## config.mk

```make
export PLATFORM = sky130hd
export DESIGN_NAME = gpio_bank
export DESIGN_NICKNAME = d
export VERILOG_FILES = /design/src/rtl/gpio_bank.sv
export SDC_FILE = /design/constraint.sdc
export NUM_CORES = 1
export LEC_CHECK = 0
export BUFFER_PORTS_ARGS = -buffer_cell sky130_fd_sc_hd__buf_4
export CORE_MARGIN = 2
export CORE_UTILIZATION = 50
export CTS_CLUSTER_DIAMETER = 200
export DETAILED_ROUTE_END_ITERATION = 6
export PLACE_DENSITY = 0.77
export SLEW_MARGIN = 20
export SYNTH_ARGS = -nofsm -noshare
export SYNTH_HDL_FRONTEND = slang
export SYNTH_SLANG_ARGS = --single-unit
```

## constraint.sdc

```tcl
create_clock -name clk -period 2 [get_ports clk]
set_clock_uncertainty 0.05 [all_clocks]
set_input_delay 0.1 -clock clk [delete_from_list [all_inputs] [get_ports clk]]
set_output_delay 0.1 -clock clk [all_outputs]
set_load 0.02 [all_outputs]
```

## src/rtl/gpio_bank.sv

```systemverilog
// gpio_bank: N_PORTS x WIDTH GPIO on the J1 IO bus; synced inputs, atomic set/clr/tgl, edge irq.
// Latency: writes 1 clk, pin->IN SYNC_STAGES clks, irq 1 clk after PEND; no backpressure (always ready).
module gpio_bank #(
  parameter int N_PORTS     = 3,
  parameter int WIDTH       = 16,
  parameter int SYNC_STAGES = 2,
  parameter int ADDR_W      = $clog2(N_PORTS) + 4
) (
  input  logic                     clk,
  input  logic                     reset,
  input  logic                     io_sel,
  input  logic                     io_wr,
  input  logic                     io_rd,
  input  logic [ADDR_W-1:0]        io_addr,
  input  logic [15:0]              io_dout,
  output logic [15:0]              io_din,
  input  logic [N_PORTS*WIDTH-1:0] pin_in,
  output logic [N_PORTS*WIDTH-1:0] pin_out,
  output logic [N_PORTS*WIDTH-1:0] pin_oe,
  output logic                     irq
);
  localparam int NB      = N_PORTS * WIDTH;
  localparam int ARM_MAX = SYNC_STAGES + 1;
  localparam int ARM_W   = $clog2(ARM_MAX + 1);

  typedef logic [WIDTH-1:0] word_t;

  word_t out_q     [N_PORTS];
  word_t out_d     [N_PORTS];
  word_t dir_q     [N_PORTS];
  word_t dir_d     [N_PORTS];
  word_t rise_en_q [N_PORTS];
  word_t rise_en_d [N_PORTS];
  word_t fall_en_q [N_PORTS];
  word_t fall_en_d [N_PORTS];
  word_t pend_q    [N_PORTS];
  word_t pend_d    [N_PORTS];

  logic [NB-1:0]    sync_q [SYNC_STAGES];
  logic [NB-1:0]    sync_d [SYNC_STAGES];
  logic [NB-1:0]    prev_q, prev_d;
  logic [ARM_W-1:0] arm_q, arm_d;
  logic             irq_q, irq_d;

  logic [NB-1:0]     in_w;
  logic [ADDR_W-1:0] port_idx;
  logic [3:0]        reg_idx;
  logic              wr_en;
  logic              armed;
  word_t             wdat;
  word_t             rdata;
  logic              unused_ok;

  assign in_w      = sync_q[SYNC_STAGES-1];
  assign port_idx  = io_addr >> 4;
  assign reg_idx   = io_addr[3:0];
  assign wr_en     = io_sel & io_wr;
  assign wdat      = io_dout[WIDTH-1:0];
  assign armed     = (arm_q == ARM_W'(ARM_MAX));
  assign unused_ok = io_rd ^ (^io_dout);

  always_comb begin
    word_t in_p, prev_p, edge_p, w1c;
    logic  pend_any;
    in_p     = '0;
    prev_p   = '0;
    edge_p   = '0;
    w1c      = '0;
    pend_any = 1'b0;
    sync_d[0] = pin_in;
    for (int s = 1; s < SYNC_STAGES; s++) sync_d[s] = sync_q[s-1];
    prev_d = in_w;
    arm_d  = armed ? arm_q : arm_q + ARM_W'(1);
    for (int p = 0; p < N_PORTS; p++) begin
      out_d[p]     = out_q[p];
      dir_d[p]     = dir_q[p];
      rise_en_d[p] = rise_en_q[p];
      fall_en_d[p] = fall_en_q[p];
      in_p   = in_w[p*WIDTH +: WIDTH];
      prev_p = prev_q[p*WIDTH +: WIDTH];
      // Gate edges until the sync chain has flushed its post-reset zeros.
      edge_p = '0;
      if (armed)
        edge_p = (in_p & ~prev_p & rise_en_q[p]) | (~in_p & prev_p & fall_en_q[p]);
      w1c = '0;
      if (wr_en && port_idx == ADDR_W'(p)) begin
        case (reg_idx)
          4'd1:    out_d[p]     = wdat;
          4'd2:    dir_d[p]     = wdat;
          4'd3:    out_d[p]     = out_q[p] | wdat;
          4'd4:    out_d[p]     = out_q[p] & ~wdat;
          4'd5:    out_d[p]     = out_q[p] ^ wdat;
          4'd6:    rise_en_d[p] = wdat;
          4'd7:    fall_en_d[p] = wdat;
          4'd8:    w1c          = wdat;
          default: ;
        endcase
      end
      pend_d[p] = (pend_q[p] & ~w1c) | edge_p;
      pend_any  = pend_any | (|pend_q[p]);
    end
    irq_d = pend_any;
  end

  always_ff @(posedge clk) begin
    if (reset) begin
      out_q     <= '{default: '0};
      dir_q     <= '{default: '0};
      rise_en_q <= '{default: '0};
      fall_en_q <= '{default: '0};
      pend_q    <= '{default: '0};
      sync_q    <= '{default: '0};
      prev_q    <= '0;
      arm_q     <= '0;
      irq_q     <= 1'b0;
    end else begin
      out_q     <= out_d;
      dir_q     <= dir_d;
      rise_en_q <= rise_en_d;
      fall_en_q <= fall_en_d;
      pend_q    <= pend_d;
      sync_q    <= sync_d;
      prev_q    <= prev_d;
      arm_q     <= arm_d;
      irq_q     <= irq_d;
    end
  end

  always_comb begin
    rdata = '0;
    for (int p = 0; p < N_PORTS; p++) begin
      if (port_idx == ADDR_W'(p)) begin
        case (reg_idx)
          4'd0:    rdata = in_w[p*WIDTH +: WIDTH];
          4'd1:    rdata = out_q[p];
          4'd2:    rdata = dir_q[p];
          4'd6:    rdata = rise_en_q[p];
          4'd7:    rdata = fall_en_q[p];
          4'd8:    rdata = pend_q[p];
          default: rdata = '0;
        endcase
      end
    end
  end

  assign io_din = io_sel ? 16'(rdata) : 16'h0000;

  always_comb begin
    pin_out = '0;
    pin_oe  = '0;
    for (int p = 0; p < N_PORTS; p++) begin
      pin_out[p*WIDTH +: WIDTH] = out_q[p];
      pin_oe[p*WIDTH +: WIDTH]  = dir_q[p];
    end
  end

  assign irq = irq_q;

endmodule

```

==> impl.org <==
** Pwr
- Leakage power total :: 8.91 nW
- The worst-case IR drop observed on VDD is 0.860 mV.
- For this design the ratio of total power to cell area is between 700 and 800 nW/um^2.

** Setup path
- Measured in cells, the most critical reg-to-reg path has a length of 5.
- The startpoint identified for the worst register-to-register timing path is pend_q[43]$_SDFF_PP0_.
- Crit path required time :: roughly 1.9 ns
- The worst setup path is captured at an output pin.
- Kind of start point of the critical path :: flop
- Worst path arrival time :: 2.13 ns
- Maximum fanout count along the critical path :: 2
- Across all register-to-register paths, the minimum setup slack is -0.07 ns.
- Endpoint of the most critical register-to-register path :: irq$_SDFF_PP0_
- The worst setup path is of the reg2out kind.

** Detailed routing
- Mean routed wirelength per cell :: 26.2 um
- The count of nets left with antenna violations once routing finished came out at 0.
- The final route contains around 19000 vias.
- In this run, the number of DRC markers left after iteration 0 of detailed routing was between 2000 and 2500.
- For this block, the routed nets add up to roughly 80000 um of wire.
- Total iterations of the first detailed-routing run :: 6
- In the routed layout, each cell is associated on average with a via count of 6.26.
- In the routed design, unresolved DRC markers number 0.

** Layout
- In the final layout, the share of cells above drive strength 1 is approximately 23%.
- For this run, the post-layout net count is approximately 2700.
- Fillcell total :: 2959
- Synth-to-Final Area Change :: 30.1%

** Min path
- The startpoint identified for the worst hold timing path is io_addr[3].
- For hold timing, the worst endpoint is rise_en_q[8]$_SDFFE_PP0P_.
- Worst hold path stage count :: 5
- Kind of path behind the tightest hold check :: in2reg

** Floorplanning
- In this run the core area contains 70 standard-cell rows.
- Core area :: roughly 36000 sq um
- Initial cell density of the core :: between 50% and 60%
- The die is between 150 and 200 um wide.
- 188 I/O pins were placed.
- The die covers 38100 sq um.
- In this run the vertical extent of the chip is 195 um.

** STA
- Setup Viol. Count Final :: 16
- Setup repair after global routing could not meet its margin everywhere.
- Maximum frequency from static timing analysis :: around 440 MHz
- Of the available clock period, the critical path in the final layout requires 114%.
- Summed over all failing endpoints, the final setup total negative slack is -2.25 ns.
- Across all setup checks in the final design, the least slack found is -0.280 ns.
- Final hold violations :: 0
- Final Max Tran Viols :: 0
- Worst rel slew slack :: 57.2%
- The worst path in the final design needs a cycle of 2.28 ns, including I/O delays and setup.
- Worst-margin pin slew :: between 0.6 and 0.7 ns

** Clocking
- H-tree depth :: 2
- Clock tree from TritonCTS :: built
- Clock transition at the register clock pins on the worst setup and hold paths after CTS :: around 0.060 ns
- CTS root buffer :: clkbuf_16
- In this run, CTS created clock tree buffers numbering 42.
- The clock reaches the later pin of the worst-skew pair after around 0.57 ns.
- Maximum buffer depth of the clock tree :: 3
- Clock tree synthesis found a total of approximately 390 sinks.

** Yosys
- Share of synthesized area spent on multiplexers :: between 1.5 and 2%
- In the synthesized netlist the async set-or-reset flop fraction comes to 0%.
- The synthesized netlist occupies a cell area of 18300 sq um.
- Post-Synthesis Cells :: roughly 2200
- Top flip-flop cell by instance count after synthesis :: dfxtp_1
- After Yosys synthesis, XOR and XNOR cells account for less than 1% of the synthesized area.
- Sequential cells were found to cover between 40% and 50% of the synthesized design area.
- The share of synthesized area in the top cell type comes to between 40% and 50%.
- Summing the areas of all compound-gate instances in the mapped netlist gives roughly 22% of the synthesized area.
- Adder-cell share of the synthesized area :: 6.64%
- Mean Syn Cell Area :: between 8 and 9 sq um
- The synthesized design contains 387 register bits.
- Yosys mapped the design onto 52 distinct sky130hd cell types.
- Synthesized-area fraction occupied by and/or/nand/nor cells :: 20.5%
- The synthesized design contains 0 enable-type register cells.
- Yosys top cell by area :: dfxtp_1
- During synthesis, Yosys emitted a total of 0 warnings.
- Net count after synthesis :: 2357
- Count leader, synth :: dfxtp_1
- Commonest cells in the synthesized netlist :: dfxtp_1, nand2_1, a21oi_1
- Dominant combinational cell family by area after synthesis :: compound AO/OA/AOI/OAI gates
- Cell types with the largest area share after synthesis :: dfxtp_1, ha_1, a21oi_1

** Job
- Max-capacitance violation count :: 0

** Placement
- Estimated wirelength of the detail-placed design :: around 55000 um
- Timing analysis after detailed placement gives a worst setup slack of -0.0741 ns.
- Placer's final routability congestion estimate :: 1.01
- Number of port buffers :: between 150 and 200

** GRT
- Entering global routing, the biggest net connects 88 pins.
- Number of global-route vias before repair :: ~18000
- The first global-routing pass estimated approximately 120000 um of wire.
- Global routing used 40.3% of the available tracks.
- Leftover overflow at the end of global routing :: 0
- Antenna violations before repair :: 2

** Status
- The run finished, with violations left.
- Violations in the final reports :: negative setup slack
==> stage by stage <==
stage	area, sq um	hold WS [ns]	power (mW)	util, %	cells
finish	23800	0.121	17.8	65.6	2982
global placement	21000	0.257	9.61	57.9	2812
floorplan	18300	0.178	8.88	-	2185
global route	23800	0.141	18.2	65.6	2980
CTS	23600	0.0794	17.8	65.2	2980
detailed placement	21000	0.265	9.65	57.9	2812
==> worst max-delay path by stage <==
stage | cells after the start | end | slack, ns | from
finish | 6 | io_din[12] | -0.28 | rise_en_q[28]$_SDFFE_PP0P_
CTS | 6 | io_din[13] | -0.28 | fall_en_q[29]$_SDFFE_PP0P_
global route | 6 | io_din[13] | -0.29 | fall_en_q[29]$_SDFFE_PP0P_
global placement | 7 | pin_out[28]$_SDFFE_PP0P_ | -0.04 | io_addr[0]
floorplan | 7 | io_din[2] | 0.32 | io_addr[2]
detailed placement | 7 | pin_out[28]$_SDFFE_PP0P_ | -0.07 | io_addr[0]
==> per-layer routing <==
metal / GRT usage (%) / part of all wire (%)
met1: 51.5 / 39
met2: 64.5 / 45
met3: 8.10 / 9.8
met4: 21.2 / 5.6
met5: 0 / 0
==> flip-flops by register name, summed over array words and instances (netlist names) <==
signal     flops
arm_q          2
fall_en_q     48
in_w          48
irq            1
pend_q        48
pin_oe        48
pin_out       48
prev_q        48
rise_en_q     48
sync_d        48
==> kinds of logic (layout without fill, tap and decap cells) <==
family / count (synthesis) / after routing
xor gates and xnor gates: 1 / 1
adders and majority gates: 97 / 97
muxes: 34 / 34
and+or+nand+nor: 769 / 769
buffers and inverters: 255 / 582
DFF: 387 / 387
AOI/OAI and AO/OA: 642 / 642
other: 0 / 2
==> repair_timing <==
action | in CTS | in global routing
buffers inserted | 13 | 0
pin swaps | 34 | 21
hold buffers | 81 | 0
endpoints found under the setup margin | 16 | 16
gates resized for setup | 111 | 46
hold endpoints to repair | 183 | 0
==> layout make-up <==
cell class | count | area (sq um) | share of cell area [%]
Tap cell | 468 | 586 | 2.46
Clock inverter | 18 | 200 | 0.842
Clock buffer | 57 | 1220 | 5.14
Sequential cell | 387 | 7860 | 33.1
Inverter | 64 | 240 | 1.01
Antenna cell | 2 | 5.00 | 0.0210
Multi-Input combinational cell | 1543 | 9770 | 41.1
Timing Repair Buffer | 443 | 3900 | 16.4
==> cell usage in the layout (no fill, tap or decap), types with 42 or more instances in the layout <==
master,netlist,layout
buf_4,17,321
dfxtp_1,387,320
nand2_1,285,285
a21oi_1,242,232
nor2b_1,150,149
o21ai_0,147,146
nor2_1,126,120
ha_1,97,97
nand3_1,97,96
dlygate4sd3_1,0,81
inv_1,64,64
a221oi_1,73,64
dfxtp_2,0,55
nand3b_1,49,49
a311oi_1,48,48
clkbuf_16,0,45
a22oi_1,54,42
==> critical path, cell delays in order, from the launching register on <==
cell and delay (ns):
dfxtp_2 0.32, mux2_2 0.26, a22o_1 0.21, a221oi_2 0.22, nor2_1 0.09, o211a_1 0.29, buf_6 0.16
==> report_power, final <==
part / switching (mW) / internal [mW] / total, mW
clock: 3.33 / 4.80 / 8.13
sequential: 0.118 / 7.84 / 7.96
combinational: 1.05 / 0.678 / 1.73
No activity file was read; power rests on OpenSTA's default activity.
